## src/rtl/usb_line_filter.sv

```systemverilog
// Multi-channel run-length glitch filter for double-rate sampled line inputs.
// Optional input synchroniser, per-channel change strobes and a saturating idle counter.
module usb_line_filter #(
  parameter int unsigned N_CH        = 2,
  parameter int unsigned FILT_LEN    = 2,
  parameter int unsigned SYNC_STAGES = 0,
  parameter int unsigned CNT_W       = 8
) (
  input  logic             clk,
  input  logic             rst,
  input  logic [N_CH-1:0]  rx_in_0,
  input  logic [N_CH-1:0]  rx_in_1,
  output logic [N_CH-1:0]  rx_val,
  output logic [N_CH-1:0]  rx_chg_ch,
  output logic             rx_chg,
  output logic [CNT_W-1:0] idle_cnt,
  output logic             idle_sat
);

  localparam int unsigned RW = (FILT_LEN > 1) ? $clog2(FILT_LEN) : 1;
  localparam logic [RW-1:0] R_LAST = RW'(FILT_LEN - 1);

  logic [N_CH-1:0]  smp_0;
  logic [N_CH-1:0]  smp_1;
  logic [RW-1:0]    r_q   [N_CH];
  logic [RW+1:0]    st    [N_CH];
  logic [N_CH-1:0]  val_n;
  logic [N_CH-1:0]  flip_n;
  logic [CNT_W-1:0] idle_next;

  if (SYNC_STAGES == 0) begin : g_nosync
    assign smp_0 = rx_in_0;
    assign smp_1 = rx_in_1;
  end else begin : g_sync
    logic [N_CH-1:0] pipe_0 [SYNC_STAGES];
    logic [N_CH-1:0] pipe_1 [SYNC_STAGES];

    always_ff @(posedge clk or posedge rst) begin
      if (rst) begin
        for (int unsigned k = 0; k < SYNC_STAGES; k++) begin
          pipe_0[k] <= '0;
          pipe_1[k] <= '0;
        end
      end else begin
        pipe_0[0] <= rx_in_0;
        pipe_1[0] <= rx_in_1;
        for (int unsigned k = 1; k < SYNC_STAGES; k++) begin
          pipe_0[k] <= pipe_0[k-1];
          pipe_1[k] <= pipe_1[k-1];
        end
      end
    end

    assign smp_0 = pipe_0[SYNC_STAGES-1];
    assign smp_1 = pipe_1[SYNC_STAGES-1];
  end

  // State word is {flip_seen, v, r}; flip_seen accumulates across both samples.
  function automatic logic [RW+1:0] step(input logic [RW+1:0] cur, input logic s);
    logic          f;
    logic          v;
    logic [RW-1:0] r;
    {f, v, r} = cur;
    if (s == v) begin
      r = '0;
    end else if (r == R_LAST) begin
      v = s;
      r = '0;
      f = 1'b1;
    end else begin
      r = r + 1'b1;
    end
    return {f, v, r};
  endfunction

  always_comb begin
    val_n  = '0;
    flip_n = '0;
    for (int unsigned i = 0; i < N_CH; i++) begin
      st[i]     = step(step({1'b0, rx_val[i], r_q[i]}, smp_0[i]), smp_1[i]);
      val_n[i]  = st[i][RW];
      flip_n[i] = st[i][RW+1];
    end
  end

  // Counter clears off the registered strobe, so it reads 0 one cycle after rx_chg.
  always_comb begin
    idle_next = idle_cnt;
    if (rx_chg) begin
      idle_next = '0;
    end else if (!(&idle_cnt)) begin
      idle_next = idle_cnt + 1'b1;
    end
  end

  always_ff @(posedge clk or posedge rst) begin
    if (rst) begin
      rx_val    <= '0;
      rx_chg_ch <= '0;
      rx_chg    <= 1'b0;
      idle_cnt  <= '0;
      idle_sat  <= 1'b0;
      for (int unsigned i = 0; i < N_CH; i++) begin
        r_q[i] <= '0;
      end
    end else begin
      rx_val    <= val_n;
      rx_chg_ch <= flip_n;
      rx_chg    <= |flip_n;
      idle_cnt  <= idle_next;
      idle_sat  <= &idle_next;
      for (int unsigned i = 0; i < N_CH; i++) begin
        r_q[i] <= st[i][RW-1:0];
      end
    end
  end

endmodule

```

## config.mk

```make
export PLATFORM = sky130hd
export DESIGN_NAME = usb_line_filter
export DESIGN_NICKNAME = d
export VERILOG_FILES = /design/src/rtl/usb_line_filter.sv
export SDC_FILE = /design/constraint.sdc
export NUM_CORES = 1
export LEC_CHECK = 0
export ABC_AREA = 1
export CAP_MARGIN = 10
export CELL_PAD_IN_SITES_DETAIL_PLACEMENT = 1
export CELL_PAD_IN_SITES_GLOBAL_PLACEMENT = 2
export CORE_MARGIN = 1
export CORE_UTILIZATION = 27
export DETAILED_ROUTE_END_ITERATION = 8
export GPL_TIMING_DRIVEN = 0
export PLACE_DENSITY = 0.84
export SYNTH_ARGS = -nofsm -noshare
export SYNTH_HDL_FRONTEND = slang
export SYNTH_SLANG_ARGS = --single-unit
```

## constraint.sdc

```tcl
create_clock -name clk -period 1.7 [get_ports clk]
set_clock_uncertainty 0.1 [all_clocks]
set_input_delay 0.17 -clock clk [delete_from_list [all_inputs] [get_ports clk]]
set_output_delay 0.17 -clock clk [all_outputs]
set_load 0.01 [all_outputs]
```

==> flow_summary.yaml, run 1 <==
placement:
  place_area_um2: 1110
  gp_congestion: 0.712
  place_hpwl_um: 1540
  io_buffers: 19
power:
  cellPowerDensity_nw_per_um2: 1210
  p_leak_uw: 0.000634
  power.share.clock_pct: 13.6
  p_seq_share_pct: 40.7
  p_int_uw: 885
  p_switching_uw: 542
  combPwrFrac_pct: 45.7
  finalPower_uw: 1430
  p_sw_share_pct: 38.0
  ir_drop_v: 0.000662
detailed_routing:
  vias_per_cell: 4.20
  drt_pass1_iterations: 2
  drc: 0
  ant_nets: 0
  via_count: 765
  avgRoutedWirePerCell_um: 10.3
  first_iter_violations: 15
  wl_um: 1870
cts:
  root_buffer: "clkbuf_4"
  cts_sinks: 16
  hold_buffers: 0
  cts_tree: "done"
  path_clk_slew_ns: 0.09
  cts_max_level: 1
  worstSkewPairLatency_ns: 0.28
  clock_path_buffers: 2
  cts_buffers: 3
die:
  start_util_pct: 28.2
  row_count: 20
  die_x_um: 58.5
  design.core.area_um2: 3050
  dieHeight_um: 58.5
  io_pins: 20
  die-area_um2: 3420
setup_path:
  cp_top_family: "buffers and inverters"
  crit_arrival_ns: 1.30
  crit_path_start_kind: "flip-flop"
  required_ns: 1.43
  path_class: "reg -> out"
  critPathCaptureType: "output pin"
  critPathBufInv: 1
  crit_path_max_incr_delay_ns: 0.58
  path_max_fanout: 5
  cp_slowest_cell: "clkdlybuf4s50_1"
  worstPathCellList: "clkdlybuf4s50_1"
global_routing:
  antenna_found_initial: 0
  grt_max_degree: 17
  first_global_vias: 799
  grt_pass1_wl_um: 3220
  overflow: 0
  grtUsageTotal_pct: 12.5
finish:
  drive_above_1_share_pct: 14.5
  final_common_cell: "nand2_1"
  fin_nets: 147
  design_area_um2: 1180
  fillers: 396
  utilization_pct: 38.7
  syn_to_final_growth_pct: 37.2
  antenna_cells: 0
  final_cell_mix: "26 x nand2_1, 24 x inv_1, 18 x clkdlybuf4s50_1, 16 x dfrtp_1, 12 x nor2_1"
sta:
  maxSlewViolCount: 0
  max_freq_mhz: 635
  setup_violations: 0
  period_share_pct: 92.6
  period_needed_ns: 1.57
  fin_tns_setup_ns: 0
  slew_headroom_pct: 60.1
  final_hold_viol_count: 0
  max_slew.worst_pin.slew_ns: 0.599
synthesis:
  syn_nets: 120
  netlist_area_um2: 862
  syn_inst: 113
  syn_avg_cell_area_um2: 7.63
  seq_area_frac_synth_pct: 46.4
  ys_ff_latch: 16
  synth_warnings: 0
  ys_types: 18
min_path:
  hold_class: "in -> async"
run:
  maxCapViolations: 0
outcome:
  outcome: "finished, final reports clean"
-- per-layer routing --
metal,vias to the layer above,GRT usage (%),wire [µm]
met1,355,13.0,802
met3,4,1.98,39
met4,0,6.12,21
met5,-,0,0
met2,15,24.0,1010
li1,391,-,-
-- sequential cells by signal, indices dropped and copies added, names as in the netlist --
name / cells
rx_chg: 1
rx_chg_ch: 2
rx_val: 2
idle_cnt: 8
idle_sat: 1
r_q: 2
-- final timing paths --
check | end | startpoint | cells past startpoint | slack, ns
setup / recovery | idle_cnt[2] | idle_cnt[2] | 1 | 0.13
max in group asynchronous | idle_cnt[2] | rst | 2 | 0.96
setup reg to reg | idle_sat | idle_cnt[0] | 9 | 0.17
hold / removal | idle_cnt[7] | rst | 2 | 0.15
hold reg to reg | idle_cnt[2] | rx_chg | 3 | 0.48
min in group clk | rx_val[1] | rx_in_1[1] | 3 | 0.41
-- through the flow --
stage | setup slack, ns | instances | hold slack, ns
final | 0.126 | 182 | 0.149
after global placement | 0.140 | 176 | 0.439
after CTS | 0.0801 | 179 | 0.170
after detailed placement | 0.0973 | 176 | 0.472
after floorplan | 0.274 | 113 | -0.0163
after global routing | -0.00392 | 182 | 0.198
-- cells by family after synthesis --
family                   synth area share [%]
buffers and inverters                    10.9
flip-flops                               46.4
XOR/XNOR                                 4.06
AND/OR/NAND/NOR                          32.8
adder cells (fa/ha/maj)                  1.45
AO/OA/AOI/OAI                            4.35
-- area by class of cell --
cell class              count  area, µm²  area share [%]
inverters                  25       93.8            7.94
clock buffers               3       22.5            1.90
repair buffers             22        215            18.2
well taps                  44       55.1            4.66
flip-flops and latches     16        400            33.9
multi-input cells          72        395            33.4
-- power groups by stage --
stage               combinational [µW]  clock [µW]  sequential, µW
global placement                   607           0             577
finish                             652         194             580
CTS                                637         203             578
detailed placement                 635           0             584
floorplan                          337           0             608
global route                       746         222             596
-- synth_stat cells, drive strengths merged --
cell	n	area share [%]
nor2	15	8.6
nand3b	1	0.87
dfrtp	16	46
xnor2	2	2.0
nand4	1	0.73
nand3	12	7.0
nand2	30	14
o21ai	6	4.4
ha	1	1.5
inv	25	11
xor2	2	2.0
or2	2	1.5
-- what timing repair did --
action | CTS | global route
setup endpoints to repair | 0 | 1
setup buffers | 0 | 3
resized for setup | 0 | 7
No activity file was read; power rests on OpenSTA's default activity.
==> run 2: changes to the inputs <==
Clock period 1.7 ns to 1.6 ns, I/O delays scaled along.
==> run 2 against run 1 <==
Effect of this change: clock power up 5%; via count grew 1.8%; utilization up 0.53 points; routed wire length rose by 2.6%; die area stayed put; first-iteration DRC count decreased by 40%; sequential power is 4.7% higher; critical path depth stayed put; final area rose by 1.4%; largest cell class unchanged; largest power group unchanged; highest routed layer unchanged.
==> flow_summary.yaml, run 2 (synthesized netlist as in run 1, its figures left out) <==
setup_path:
  path_max_fanout: 5
  path_class: "reg -> out"
  reg2reg_depth: 9
  required_ns: 1.34
  crit_path_max_incr_delay_ns: 0.56
  critPathBufInv: 1
  cp_top_family: "buffers and inverters"
  crit_path_start_kind: "flip-flop"
  cp_slowest_cell: "clkdlybuf4s50_1"
  rrSetupSlack_ns: 0.10
  r2r-end: "idle_sat"
  worstPathCellList: "clkdlybuf4s50_1"
  r2r_start: "idle_cnt[0]"
  crit_arrival_ns: 1.26
  critPathCaptureType: "output pin"
  crit_start: "idle_cnt[5]"
sta:
  final_hold_viol_count: 0
  max_freq_mhz: 657
  fin_tns_setup_ns: 0
  period_needed_ns: 1.52
  rsz0062_at_grt: "true"
  period_share_pct: 95.1
  maxSlewViolCount: 0
  slew_headroom_pct: 60.8
  max_slew.worst_pin.slew_ns: 0.588
  setup_violations: 0
detailed_routing:
  drc: 0
  first_iter_violations: 9
  vias_per_cell: 4.23
  drt_pass1_iterations: 3
  ant_nets: 0
  avgRoutedWirePerCell_um: 10.4
  via_count: 779
  wl_um: 1920
global_routing:
  antenna_found_initial: 0
  met1_usage_pct: 13.6
  met3_usage_pct: 1.98
  grt_max_degree: 17
  grt-busiest-layer: "met2"
  grt_pass1_wl_um: 3340
  met2_usage_pct: 24.8
  first_global_vias: 826
  grtUsageTotal_pct: 12.9
  overflow: 0
finish:
  design_area_um2: 1200
  final_cell_mix: "26 x nand2_1, 24 x inv_1, 18 x clkdlybuf4s50_1, 15 x dfrtp_1, 12 x nor2_1"
  syn_to_final_growth_pct: 39.0
  top_register: "idle_cnt"
  drive_above_1_share_pct: 17.9
  final_common_cell: "nand2_1"
  largest_reg_flops: 8
  antenna_cells: 0
  fin_nets: 149
power:
  power.share.clock_pct: 13.3
  cellPowerDensity_nw_per_um2: 1270
  ir_drop_v: 0.000661
  p_switching_uw: 572
  p_sw_share_pct: 37.6
  p_leak_uw: 0.000655
  p_seq_share_pct: 39.9
  combPwrFrac_pct: 46.8
  p_int_uw: 950
placement:
  place_area_um2: 1110
  io_buffers: 19
  place_hpwl_um: 1540
  gp_congestion: 0.712
die:
  io_pins: 20
  dieHeight_um: 58.5
  die_x_um: 58.5
  start_util_pct: 28.2
  row_count: 20
  design.core.area_um2: 3050
  die-area_um2: 3420
cts:
  cts_buffers: 3
  cts_max_level: 1
  path_clk_slew_ns: 0.09
  root_buffer: "clkbuf_4"
  clock_path_buffers: 2
  cts_sinks: 16
  worstSkewPairLatency_ns: 0.27
  cts_tree: "done"
min_path:
  hold_class: "in -> async"
run:
  maxCapViolations: 0
outcome:
  outcome: "finished, final reports clean"
run 2: metal layers:
metal  up-vias  part of all wire, %
li1        395                    -
met2        13                   55
met1       369                   42
met3         2                  2.0
met5         -                    0
met4         0                 0.52
run 2: final cells by class:
class	count	area [µm²]
fill	391	1850
sequential	16	402
multi-input combinational	72	395
timing repair buffer	24	230
inverter	25	93.8
tap	44	55.1
clock buffer	3	22.5
run 2: power by group through the flow:
stage | clock network (µW) | registers (µW) | logic (µW)
global route | 236 | 621 | 812
finish | 203 | 607 | 712
global placement | 0 | 613 | 645
floorplan | 0 | 646 | 358
CTS | 215 | 612 | 708
detailed placement | 0 | 621 | 674
run 2: stage by stage:
step | util (%) | hold WS, ns | cells | worst slack [ns] | power, µW
after floorplan | - | -0.0263 | 113 | 0.174 | 1000
after global placement | 36.3 | 0.439 | 176 | 0.0398 | 1260
after detailed placement | 36.3 | 0.472 | 176 | -0.00273 | 1290
after CTS | 38.6 | 0.160 | 183 | 0.00249 | 1540
after global routing | 39.3 | 0.187 | 184 | -0.0245 | 1670
final | 39.3 | 0.139 | 184 | 0.0786 | 1520
run 2: worst max path at each step:
stage          cells past startpoint           to  slack, ns
2_1_floorplan                      9     idle_sat       0.17
3_3_place_gp                       9     idle_sat       0.04
3_5_place_dp                       9     idle_sat     -0.003
4_1_cts                            9     idle_sat      0.002
5_1_grt                            9     idle_sat      -0.02
6_report                           1  idle_cnt[5]       0.08
run 2: repair_timing:
item,CTS,global route
pin swaps,5,4
setup buffers,4,1
setup endpoints to repair,1,2
gates cloned,0,0
gates resized for setup,5,4
hold buffers,0,0
